==> src/rtl/comm_frame_master.sv <==
`default_nettype none
// ============================================================================
// Module      : comm_frame_master
// Description : UART command-frame master: sends cmd + payload bytes, then
//               waits for a one-byte response or a timeout.
//               Optional checksum byte enabled by macro COMM_CHKSUM_EN.
// Revision    : 1.0 - initial release
// ============================================================================
module comm_frame_master #(
    parameter int DATA_BYTES  = 2,
    parameter int TIMEOUT_CYC = 1250000
) (
    input  logic                    clk,
    input  logic                    rst_n,
    input  logic [7:0]              cmd,
    input  logic [8*DATA_BYTES-1:0] data,
    input  logic                    send_cmd,
    output logic [7:0]              tx_data,
    output logic                    trmt,
    input  logic                    tx_done,
    input  logic                    rx_rdy,
    input  logic [7:0]              rx_data,
    output logic                    clr_rx_rdy,
    output logic                    frm_snt,
    output logic                    resp_rdy,
    output logic [7:0]              resp,
    input  logic                    clr_resp_rdy,
    output logic                    busy,
    output logic                    timeout
);

`ifdef COMM_CHKSUM_EN
    localparam int c_FRAME_LEN = DATA_BYTES + 2;
`else
    localparam int c_FRAME_LEN = DATA_BYTES + 1;
`endif
    localparam int c_CNT_W = $clog2(c_FRAME_LEN);
    localparam int c_TMR_W = (TIMEOUT_CYC > 1) ? $clog2(TIMEOUT_CYC) : 1;
    localparam logic [c_CNT_W-1:0] c_LAST    = c_CNT_W'(c_FRAME_LEN - 1);
    localparam logic [c_TMR_W-1:0] c_TMR_END = c_TMR_W'(TIMEOUT_CYC - 1);

    typedef enum logic [1:0] {
        ST_IDLE      = 2'd0,
        ST_SEND      = 2'd1,
        ST_WAIT_TX   = 2'd2,
        ST_WAIT_RESP = 2'd3
    } state_t;

    state_t                    r_state;
    logic [7:0]                r_cmd;
    logic [8*DATA_BYTES-1:0]   r_data;
    logic [c_CNT_W-1:0]        r_cnt;
    logic [c_TMR_W-1:0]        r_tmr;
    logic [7:0]                r_tx_data;
    logic                      r_trmt;
    logic                      r_clr_rx_rdy;
    logic                      r_frm_snt;
    logic                      r_resp_rdy;
    logic [7:0]                r_resp;
    logic                      r_timeout;

    logic [7:0]                w_frame [c_FRAME_LEN];
    logic [c_CNT_W-1:0]        w_next_idx;
`ifdef COMM_CHKSUM_EN
    logic [7:0]                w_sum;
`endif

    // Frame image: cmd, then payload MSB first, then optional checksum
    always_comb begin
        w_frame[0] = r_cmd;
        for (int i = 0; i < DATA_BYTES; i++) begin
            w_frame[i+1] = r_data[8*(DATA_BYTES-1-i) +: 8];
        end
`ifdef COMM_CHKSUM_EN
        w_sum = r_cmd;
        for (int i = 0; i < DATA_BYTES; i++) begin
            w_sum = w_sum + r_data[8*i +: 8];
        end
        w_frame[DATA_BYTES+1] = ~w_sum;
`endif
    end

    assign w_next_idx = (r_cnt == c_LAST) ? r_cnt : r_cnt + 1'b1;

    always_ff @(posedge clk or negedge rst_n) begin
        if (!rst_n) begin
            r_state      <= ST_IDLE;
            r_cmd        <= '0;
            r_data       <= '0;
            r_cnt        <= '0;
            r_tmr        <= '0;
            r_tx_data    <= '0;
            r_trmt       <= 1'b0;
            r_clr_rx_rdy <= 1'b0;
            r_frm_snt    <= 1'b0;
            r_resp_rdy   <= 1'b0;
            r_resp       <= '0;
            r_timeout    <= 1'b0;
        end else begin
            r_trmt       <= 1'b0;
            r_clr_rx_rdy <= 1'b0;
            // Placed ahead of the FSM so a same-cycle set overrides the clear
            if (clr_resp_rdy) begin
                r_resp_rdy <= 1'b0;
            end
            case (r_state)
                ST_IDLE: begin
                    if (send_cmd) begin
                        r_cmd      <= cmd;
                        r_data     <= data;
                        r_frm_snt  <= 1'b0;
                        r_resp_rdy <= 1'b0;
                        r_timeout  <= 1'b0;
                        r_cnt      <= '0;
                        r_tx_data  <= cmd;
                        r_trmt     <= 1'b1;
                        r_state    <= ST_SEND;
                    end
                end
                ST_SEND: begin
                    r_state <= ST_WAIT_TX;
                end
                ST_WAIT_TX: begin
                    if (tx_done) begin
                        if (r_cnt == c_LAST) begin
                            r_frm_snt <= 1'b1;
                            r_tmr     <= '0;
                            r_state   <= ST_WAIT_RESP;
                        end else begin
                            r_cnt     <= w_next_idx;
                            r_tx_data <= w_frame[w_next_idx];
                            r_trmt    <= 1'b1;
                            r_state   <= ST_SEND;
                        end
                    end
                end
                ST_WAIT_RESP: begin
                    if (rx_rdy) begin
                        r_resp       <= rx_data;
                        r_resp_rdy   <= 1'b1;
                        r_clr_rx_rdy <= 1'b1;
                        r_state      <= ST_IDLE;
                    end else if (r_tmr == c_TMR_END) begin
                        r_timeout <= 1'b1;
                        r_state   <= ST_IDLE;
                    end else begin
                        r_tmr <= r_tmr + 1'b1;
                    end
                end
                default: begin
                    r_state <= ST_IDLE;
                end
            endcase
        end
    end

    assign tx_data    = r_tx_data;
    assign trmt       = r_trmt;
    assign clr_rx_rdy = r_clr_rx_rdy;
    assign frm_snt    = r_frm_snt;
    assign resp_rdy   = r_resp_rdy;
    assign resp       = r_resp;
    assign timeout    = r_timeout;
    assign busy       = (r_state != ST_IDLE);

endmodule
`default_nettype wire

==> config.mk <==
export PLATFORM = sky130hd
export DESIGN_NAME = comm_frame_master
export DESIGN_NICKNAME = d
export VERILOG_FILES = /design/src/rtl/comm_frame_master.sv
export SDC_FILE = /design/constraint.sdc
export NUM_CORES = 1
export LEC_CHECK = 0
export ABC_AREA = 1
export CORE_MARGIN = 2
export CORE_UTILIZATION = 50
export CTS_BUF_LIST = sky130_fd_sc_hd__clkbuf_8
export CTS_CLUSTER_SIZE = 14
export DETAILED_ROUTE_END_ITERATION = 16
export GPL_ROUTABILITY_DRIVEN = 0
export GPL_TIMING_DRIVEN = 0
export PLACE_DENSITY = 0.76
export RECOVER_POWER = 25
export SETUP_SLACK_MARGIN = 0.05
export SLEW_MARGIN = 20
export SYNTH_ARGS = -nofsm -noshare
export SYNTH_HDL_FRONTEND = slang
export SYNTH_SLANG_ARGS = --single-unit
==> constraint.sdc <==
create_clock -name clk -period 1.8 [get_ports clk]
set_input_delay 0.27 -clock clk [delete_from_list [all_inputs] [get_ports clk]]
set_output_delay 0.27 -clock clk [all_outputs]
set_load 0.02 [all_outputs]
==> results.json, run 1 <==
{
  "clk_pin_slew_ns": 0.08,
  "hold_viol_final": 0,
  "r2r_start": "r_state[1]$_DFFE_PN0P_",
  "drt-total-wl_um": 8746,
  "layout.cells.non_filler": 609,
  "syn_inst": 418,
  "antenna_found_initial": 0,
  "fmax_mhz": 574.3,
  "ys_types": 28,
  "top_layer": "met4",
  "wl_met3_um": 489,
  "ys_seq_area_frac": 0.4841,
  "endpoint": "tx_data[2]$_DFFE_PN0P_",
  "drtAntennaViolNets": 0,
  "start_kind": "register",
  "synth_warnings": 0,
  "path_cells": "inv_4 > ha_4 > inv_1 > or2_4 > nand2_2 > inv_2 > o21ai_4 > nor2_4 > buf_6 > o211ai_2 > nand2_1",
  "cts_num_sinks": 70,
  "slew_viol_final": 0,
  "grt-ovfl-total": 0,
  "rr_endpoint": "tx_data[2]$_DFFE_PN0P_",
  "path_depth": 11,
  "area_growth_pct": 35.03,
  "die_h_um": 89.07,
  "drt_iter0_drc": 158,
  "rsz0062_at_grt": "yes",
  "port_buffers": 59,
  "cp.required_ns": 2.03,
  "finalSetupViolCount": 0,
  "critPathArrivalTime_ns": 1.97,
  "worst_pin_slew_ns": 0.9314,
  "wl_met2_um": 4327,
  "dieArea_um2": 7933,
  "grt_pass1_wl_um": 13640,
  "path_buf_inv": 4,
  "htree_levels": 3,
  "finClkSkew_ns": 0.01113,
  "max_stage_delay_ns": 0.49,
  "synthesis.area_um2": 3618,
  "fillCellCount": 576,
  "fp-row-count": 31,
  "via_count": 3196,
  "numCtsBuffers": 9,
  "final_period_minus_worst_setup_slack_ns": 1.741,
  "min_path_type": "input pin to register",
  "wl_per_cell_um": 14.36,
  "cpLargestDelayFamily": "flip-flops",
  "relSlewSlack": 0.3791,
  "drc": 0,
  "critPathSlowestCell": "dfrtp_2",
  "die_w_um": 89.07,
  "syn_area_per_cell_um2": 8.657,
  "placedCellCount": 577,
  "cts_buffer_depth": 2,
  "grt_max_degree": 37,
  "wl_met1_um": 3802,
  "layout.nets": 550,
  "antenna_cells": 0,
  "status": "finished clean",
  "fin_crit_sh": 0.9674,
  "cts_tree": "built",
  "leakage_uw": 0.002107,
  "grt_pass1_vias": 2946,
  "drv_cap": 0,
  "crit_fanout": 5,
  "reg2reg_slack_ns": 0.06,
  "insertion_delay_ns": 0.35,
  "power_density_nw_per_um2": 1465,
  "ys_ff_latch": 70,
  "coreArea_um2": 7137,
  "total_power_uw": 7156,
  "cts_root_buffer": "clkbuf_8",
  "critPathLaunch": "r_state[1]$_DFFE_PN0P_",
  "syn-num-nets": 463,
  "endpoint_kind": "register",
  "start_util": 0.5070,
  "reg2reg_depth": 11,
  "grt_use_total": 0.2241,
  "drtPass1Iterations": 4,
  "worstSetupPathType": "register to register",
  "io_pins": 60,
  "via_per_inst": 5.248,
  "dp_hpwl_um": 5861,
  "final_core_util": 0.6846,
  "vdd.ir_drop.worst_mv": 0.9298,
  "drive_above_1_share": 0.2118
}
what timing repair did:
item                                   4_1_cts  5_1_grt
pin swaps                                    3        5
hold buffers                                 1        0
setup endpoints to repair                   42       43
gates cloned                                 2        2
setup buffers                                5        7
endpoints found under the hold margin       35        0
resized for setup                           25       28
placed cells by master, fill, tap and decap left out, types with 4 or more instances in the layout:
master | synthesis | layout
buf_4 | 0 | 10
buf_6 | 3 | 6
clkbuf_8 | 0 | 9
clkdlybuf4s50_1 | 0 | 57
dfrtp_1 | 70 | 68
inv_1 | 29 | 27
inv_2 | 6 | 6
mux2_2 | 16 | 16
nand2_1 | 125 | 122
nand2_2 | 3 | 4
nand3_1 | 17 | 16
nor2_1 | 38 | 35
o211ai_1 | 8 | 8
o211ai_2 | 8 | 8
o21ai_0 | 34 | 32
o21ai_1 | 7 | 8
o21ai_2 | 9 | 9
xnor2_1 | 5 | 5
xor2_1 | 9 | 9
cells in the mapped netlist:
library cell	count	area, um^2
a21oi_1	1	5.000
and2_1	1	6.260
buf_2	5	25.02
buf_6	3	33.78
clkbuf_1	4	15.01
dfrtp_1	70	1752
ha_1	7	87.58
inv_1	29	108.9
inv_2	6	22.52
mux2_2	16	180.2
nand2_1	125	469.2
nand2_2	3	18.77
nand3_1	17	85.08
nand3_2	2	20.02
nand4_1	3	18.77
nor2_1	38	142.6
nor2_2	3	18.77
nor3_1	1	5.000
nor3_4	1	16.27
o211ai_1	8	60.06
o211ai_2	8	100.1
o21ai_0	34	170.2
o21ai_1	7	35.03
o21ai_2	9	78.83
o22ai_1	2	12.51
or2_4	1	8.760
xnor2_1	5	43.79
xor2_1	9	78.83
where the power goes:
part / switching (uW) / total, uW / internal (uW) / leakage [uW]
Sequential: 310 / 2400 / 2090 / 0.000896
Clock: 610 / 1520 / 913 / 0.000117
Combinational: 1740 / 3230 / 1490 / 0.00109
sequential cells by signal, indices dropped and copies added, names as in the netlist:
signal and flops:
r_tmr 21, r_data 16, r_cmd 8, resp 8
tx_data 8, r_cnt 2, r_state 2, clr_rx_rdy 1
frm_snt 1, resp_rdy 1, timeout 1, trmt 1
cells by family after synthesis:
family / Yosys count / share of synthesized area
adder cells (fa/ha/maj): 7 / 0.02420
buffers and inverters: 47 / 0.05670
multiplexers: 16 / 0.04979
XOR/XNOR: 14 / 0.03389
AND/OR/NAND/NOR: 195 / 0.2237
AO/OA/AOI/OAI: 69 / 0.1276
flip-flops: 70 / 0.4841
layout make-up:
type	count	area, um^2	area share
Clock inverter	7	113.9	0.02330
Multi-Input combinational cell	302	1785	0.3654
Tap cell	99	123.9	0.02535
Buffer	11	80.08	0.01639
Inverter	35	141.4	0.02894
Sequential cell	70	1754	0.3590
Timing Repair Buffer	76	763.2	0.1562
Clock buffer	9	123.9	0.02535
stage by stage:
step           cell area, um^2  setup TNS (ns)  setup WS, ns  hold slack (ns)
6_report                  4886               0       0.05876           0.4599
4_1_cts                   4756               0       0.05289           0.4436
5_1_grt                   4886        -0.01578     -0.008436           0.4761
3_5_place_dp              4350          -1.263       -0.1645           0.2682
2_1_floorplan             3618               0       0.06842         -0.02559
3_3_place_gp              4333         -132.44        -1.886           0.4615
tightest hold or removal path: stages:
cell	delay [ns]
clkdlybuf4s50_1	0.40
nand2_1	0.07
nand2_1	0.04
metal layers:
layer  up-vias  GRT usage
met2       113     0.3657
met3        15    0.03786
li1       1539          -
met1      1529     0.2966
met4         0    0.09634
met5         -          0
how the worst min path moves through the flow:
stage	depth (start not counted)	end	start
CTS	2	resp[4]$_DFFE_PN0P_	rst_n
finish	3	resp[4]$_DFFE_PN0P_	rx_data[4]
detailed placement	1	r_tmr[14]$_DFFE_PN0P_	rst_n
global placement	2	r_cmd[5]$_DFFE_PN0P_	r_cmd[5]$_DFFE_PN0P_
floorplan	0	clr_rx_rdy$_DFF_PN0_	rst_n
global route	3	resp[5]$_DFFE_PN0P_	rx_data[5]
Note: power is estimated with default switching activity, not from simulation.
==> run 2: changes to the inputs <==
Settings changed: CTS_CLUSTER_SIZE 14 to 20.
==> results of run 2 <==
Same layout as run 1: the final DEF is identical, and so are final timing and power.
